## src/rtl/tinyqv_instr_prefetch.sv

```systemverilog
// Instruction prefetch: assembles the memory controller's byte stream into a halfword FIFO.
// Define TINYQV_PREFETCH_LEN_DECODE_EN to derive instruction length from the head halfword.
module tinyqv_instr_prefetch #(
  parameter int          DEPTH      = 4,
  parameter logic [22:0] RESET_ADDR = 23'h000000
) (
  input  logic        clk,
  input  logic        rst,
  input  logic        pc_load,
  input  logic [22:0] new_pc,
  input  logic        instr_taken,
  input  logic        instr_len,
  output logic [31:0] instr_out,
  output logic        instr_valid_16,
  output logic        instr_valid_32,
`ifdef TINYQV_PREFETCH_LEN_DECODE_EN
  output logic        instr_complete,
`endif
  output logic [22:0] instr_addr,
  output logic        instr_fetch_restart,
  output logic        instr_fetch_stall,
  input  logic        instr_fetch_started,
  input  logic        instr_fetch_stopped,
  input  logic [7:0]  instr_data,
  input  logic        instr_ready
);
  localparam int PW = $clog2(DEPTH);
  localparam int CW = PW + 1;
  localparam logic [CW-1:0] FULL = CW'(DEPTH);

  typedef enum logic [1:0] {IDLE, RESTART, STREAM} state_t;

  state_t         state, state_nxt;
  logic           restart_pending;
  logic [22:0]    fetch_addr;
  logic [7:0]     low_byte;
  logic           low_held;
  logic [15:0]    mem [DEPTH];
  logic [PW-1:0]  rd_ptr, wr_ptr;
  logic [CW-1:0]  count;

  logic           has1, has2, len32, pop, byte_ok, commit;
  logic [CW-1:0]  pop_n;

  assign has1 = (count != '0);
  assign has2 = (count >= CW'(2));

`ifdef TINYQV_PREFETCH_LEN_DECODE_EN
  assign len32          = (mem[rd_ptr][1:0] == 2'b11);
  assign instr_complete = len32 ? has2 : has1;
`else
  assign len32 = instr_len;
`endif

  assign pop   = instr_taken && !pc_load && (len32 ? has2 : has1);
  assign pop_n = pop ? (len32 ? CW'(2) : CW'(1)) : '0;

  // Bytes are only meaningful inside a stream we requested; anything else is stale.
  assign byte_ok = instr_ready && !pc_load &&
                   ((state == STREAM && !instr_fetch_stopped) ||
                    (state == RESTART && instr_fetch_started));
  assign commit  = byte_ok && low_held && (count != FULL);

  assign instr_valid_16    = has1;
  assign instr_valid_32    = has2;
  assign instr_out         = {has2 ? mem[rd_ptr + PW'(1)] : 16'h0, has1 ? mem[rd_ptr] : 16'h0};
  assign instr_addr        = fetch_addr;
  assign instr_fetch_stall = (count == FULL) || (count == FULL - CW'(1) && low_held);

  always_ff @(posedge clk or posedge rst) begin
    if (rst) state <= RESTART;
    else     state <= state_nxt;
  end

  always_comb begin
    state_nxt = state;
    case (state)
      IDLE:    if (restart_pending && count != FULL) state_nxt = RESTART;
      RESTART: if (instr_fetch_started) state_nxt = STREAM;
      STREAM:  if (instr_fetch_stopped) state_nxt = IDLE;
      default: state_nxt = IDLE;
    endcase
    if (pc_load) state_nxt = RESTART;
  end

  always_comb begin
    instr_fetch_restart = (state == RESTART);
  end

  always_ff @(posedge clk or posedge rst) begin
    if (rst) begin
      count           <= '0;
      rd_ptr          <= '0;
      wr_ptr          <= '0;
      low_held        <= 1'b0;
      low_byte        <= 8'h0;
      fetch_addr      <= RESET_ADDR;
      restart_pending <= 1'b1;
    end else if (pc_load) begin
      count           <= '0;
      rd_ptr          <= '0;
      wr_ptr          <= '0;
      low_held        <= 1'b0;
      fetch_addr      <= new_pc;
      restart_pending <= 1'b1;
    end else begin
      count <= count - pop_n + CW'(commit);
      if (pop) rd_ptr <= rd_ptr + (len32 ? PW'(2) : PW'(1));
      if (byte_ok) begin
        if (!low_held) begin
          low_byte <= instr_data;
          low_held <= 1'b1;
        end else if (count != FULL) begin
          wr_ptr     <= wr_ptr + PW'(1);
          fetch_addr <= fetch_addr + 23'd1;
          low_held   <= 1'b0;
        end
      end
      // Preempted mid-halfword: drop the partial byte, fetch_addr still points at it.
      if (state == STREAM && instr_fetch_stopped) begin
        low_held        <= 1'b0;
        restart_pending <= 1'b1;
      end
      if (state == RESTART && instr_fetch_started) restart_pending <= 1'b0;
    end
  end

  always_ff @(posedge clk) begin
    if (commit) mem[wr_ptr] <= {instr_data, low_byte};
  end

endmodule

```

## config.mk

```make
export PLATFORM = sky130hd
export DESIGN_NAME = tinyqv_instr_prefetch
export DESIGN_NICKNAME = d
export VERILOG_FILES = /design/src/rtl/tinyqv_instr_prefetch.sv
export SDC_FILE = /design/constraint.sdc
export NUM_CORES = 1
export LEC_CHECK = 0
export BUFFER_PORTS_ARGS = -buffer_cell sky130_fd_sc_hd__buf_4
export CAP_MARGIN = 20
export CORE_ASPECT_RATIO = 1.75
export CORE_MARGIN = 5
export CORE_UTILIZATION = 58
export CTS_BUF_LIST = sky130_fd_sc_hd__clkbuf_8
export CTS_CLUSTER_SIZE = 30
export DETAILED_ROUTE_END_ITERATION = 8
export PLACE_DENSITY = 0.83
export SLEW_MARGIN = 5
export SYNTH_ARGS = -nofsm -noshare
export SYNTH_HDL_FRONTEND = slang
export SYNTH_SLANG_ARGS = --single-unit
```

## constraint.sdc

```tcl
create_clock -name clk -period 3.6 [get_ports clk]
set_input_delay 0.72 -clock clk [delete_from_list [all_inputs] [get_ports clk]]
set_output_delay 0.72 -clock clk [all_outputs]
set_load 0.02 [all_outputs]
```

==> summary by stage <==
Status
The flow ran to the end, and the final reports show no timing, DRC or antenna violations.

Worst setup path
The critical path launch point is rd_ptr[1]. The element type at the critical path end is an output pin. The number of cells on the worst reg-to-reg path is 11.

The worst register-to-register path begins at count[0]. The critical path startpoint category is a flip-flop. In this run the worst path has a maximum fanout of 19. For the worst setup path, the data required time is around 2900 ps. The worst register-to-register path ends at count[2]. The setup slack of the worst register-to-register path is between 800 and 900 ps.

The category of the critical setup timing path is flip-flop to output pin. STA puts the critical path data arrival time at 2240 ps.

Final layout
The antenna cell count is 0. The layout has 648 filler cells. Relative to the synthesized area, the layout overhead comes to 19.8%. The finished cells cover about 6300 um^2. For this run, the share of the core covered by cells in the final layout is approximately 70%. Of the cells placed in the final design, the portion with a size suffix greater than 1 is 34.4%.

After the last flow step, the layout net total stands at between 500 and 600.

Clocking
After clock tree synthesis, the clock-pin slew on the worst setup and hold paths is around 100 ps. TritonCTS built the clock tree. The post-cts repair resize count is 0. The count of hold-fix buffers inserted at cts is 0. CTS placed an instance of clkbuf_8 at the clock tree root. The clock sink count is 106. The number of buffers inserted during clock tree synthesis is 9. The post-CTS setup-driven buffer insertion count is 0.

For the worst-skew pair, the clock arrives at the later sink with an insertion delay of 360 ps. The H-tree depth is 3. The maximum number of buffers from clock root to sink is 2.

Synthesis
Counting flops and latches in the post-synthesis netlist gives roughly 110. Among all flip-flop cells after synthesis, the most frequent one is edfxtp_1. The number of different library cells in the post-synthesis netlist is 52.

A synthesized cell averages ~13 um^2. Summing the sequential cell areas from Yosys gives between 50% and 60% of the chip area. Counting flops with an async set or reset pin after synthesis yields a share of around two fifths. The number of synthesis warnings is 0. The synthesized design contains 64 enable-type register cells. The mapped cell area is approximately 5300 um^2.

The cell count after synthesis is around 390. The net count after synthesis is around 440.

Drt
The number of iterations in the first detailed-routing pass is 6. The remaining antenna violation count is 0. The highest layer touched by signal routing is met4.

The number of DRC markers after the initial detailed-route iteration is about 160. After detailed routing, the number of vias per cell comes to about 6. In the final routing, the length of wire on met1 measures about 4200 um.

The routed wire length on met2 is 6350 um. The detailed-route wire length per cell is 18.5 um. The final layout contains routed wiring with a total length of between 10,000 and 15,000 um.

In the detailed route, the total length drawn on met3 is 637 um. The total DRC errors in the routed layout is 0. For this block, the via count after detailed routing is 3,666.

Pwr
Across the VDD grid, the largest voltage drop is approximately 0.26 mV. The total power density per cell area is around 450 nW/um^2. The analysis attributes to cell leakage a power of around 2.5 nW. The overall power consumption is between 2 and 3 mW.

Global route
The overall routing resource usage is 22.2%. The initial antenna violation count is 0. The first global-routing pass estimated 18,600 um of wire. The pin count of the biggest net entering global routing is 46. The via count of the first global-routing pass is approximately 3,800.

Global routing finished with a remaining overflow of 0.

Die
Measured along the x axis, the die boundary spans 82.2 um. The vertical die dimension is around 140 um. The die covers about 11,000 um^2.

The initialized floorplan defines between 40 and 50 standard-cell rows. In this run the standard cell core region covers about 9000 um^2. The initial cell density of the core is around 60%. The I/O pin count is a little under 100.

Timing
The final-layout setup total negative slack is 0 ps. The worst-margin pin slew is between 700 and 800 ps. Setup violations remaining at the end of the flow were counted as 0. Setup repair after global routing left no endpoint under its margin. The final hold violation count is 0.

The final-report max-slew violation count is 0. The maximum clock frequency is approximately 340 MHz. The final critical-path share of the clock period is about 82%. The post-route minimum period is 2960 ps. The post-layout worst setup margin is between 600 and 700 ps. The worst pin sits at a relative slew slack of just under 50%. The setup skew after layout is 6.85 ps.

Placement
The post-place instance area is about 6000 um^2. The half-perimeter wire length after placement is about 8100 um. The count of buffers added on input and output ports is 97. Routability-driven placement finished with a final weighted congestion of around 0.86. The placement-stage worst setup slack is about 460 ps.

Worst hold path
The tightest min-delay check is of the input port to async pin type.

Job
The number of max-cap violations is 0.
-- cell families after synthesis --
group	Yosys count	share of synthesized area (%)
flip-flops	106	56.2
AO/OA/AOI/OAI	52	6.64
XOR/XNOR	7	1.16
multiplexers	43	15.9
AND/OR/NAND/NOR	139	14.7
buffers and inverters	36	2.86
adder cells (fa/ha/maj)	10	2.51
-- worst max-delay path, cell delays in order (launching register included) --
cell	delay, ps
dfrtp_1	850
buf_4	370
mux4_2	330
and2_1	170
buf_4	150
-- final cells by class --
type | count | area [um^2] | area share (%)
inverters | 16 | 62.6 | 0.987
repair buffers | 108 | 823 | 13.0
multi-input cells | 251 | 2170 | 34.2
well taps | 120 | 150 | 2.37
flip-flops and latches | 106 | 2980 | 46.9
clock buffers | 9 | 124 | 1.95
clock inverters | 7 | 38.8 | 0.612
-- synthesized netlist by cell type, types with 3 or more instances --
cell type   n  area [um^2]
nand3_1    19         95.1
o21ai_0    16         80.1
inv_1      15         56.3
nand4_1     7         43.8
clkbuf_1   12         45.0
a21o_1      4         30.0
buf_2       5         25.0
or3_1       7         43.8
and2_1     16          100
o21bai_1    4         30.0
edfxtp_1   64         1920
ha_1        9          113
o211ai_1    3         22.5
nand2_1    26         97.6
a21oi_1     9         45.0
nor3_1      6         30.0
nor4_1      9         56.3
mux2_2      9          101
nor2b_1    21          131
a221o_1     5         50.1
mux4_2     32          721
a22oi_1     3         22.5
and3_1      5         31.3
xnor2_1     5         43.8
nor2_1     10         37.5
dfrtp_1    40         1000
-- report_power, final --
group,switching (mW),internal (mW)
sequential,0.0992,1.39
combinational,0.395,0.357
clock,0.386,0.245
total,0.880,1.99
-- sequential cells by signal, indices dropped and copies added, names as in the netlist --
signal           flops
state                2
wr_ptr               2
count                3
restart_pending      1
mem                 64
rd_ptr               2
low_byte             8
instr_addr          23
low_held             1
-- metal layers --
layer  up-vias  track usage [%]
met5         -                0
met4         0             7.12
met3        20             3.91
met2       139             39.8
met1      1813             26.3
li1       1694                -
-- how the worst max path moves through the flow --
stage,endpoint,slack (ps),cells after the start
after CTS,instr_out[18],610,4
final,instr_out[18],640,4
after global routing,instr_out[18],490,4
after global placement,count[2],530,12
after detailed placement,count[2],460,12
after floorplan,count[2],480,13
-- layout by cell type (no fill, tap or decap), types with 2 or more instances in the layout --
cell type,count
o211ai_1,3
a221o_1,5
xnor2_1,5
mux2_2,9
and3_1,5
inv_1,16
nand4_1,7
mux4_2,32
a21o_1,4
o21ai_0,16
edfxtp_1,64
clkinv_2,2
o311ai_0,2
nor3_1,6
a21oi_1,9
clkinv_4,2
or3_1,7
nor2b_1,21
and2_1,16
nand3b_1,2
dfrtp_1,39
buf_4,107
nor2_1,10
nand3_1,19
clkbuf_8,9
xor2_1,2
ha_1,9
dfstp_2,2
nor4_1,9
o21bai_1,4
nand2_1,26
mux2i_1,2
a22oi_1,3
clkinv_1,2
-- per-stage QoR --
step / hold WS (ps) / std cells
2_1_floorplan: 433 / 393
3_3_place_gp: 460 / 601
3_5_place_dp: 476 / 601
6_report: 477 / 617
5_1_grt: 523 / 617
4_1_cts: 490 / 617
No activity file was read; power rests on OpenSTA's default activity.
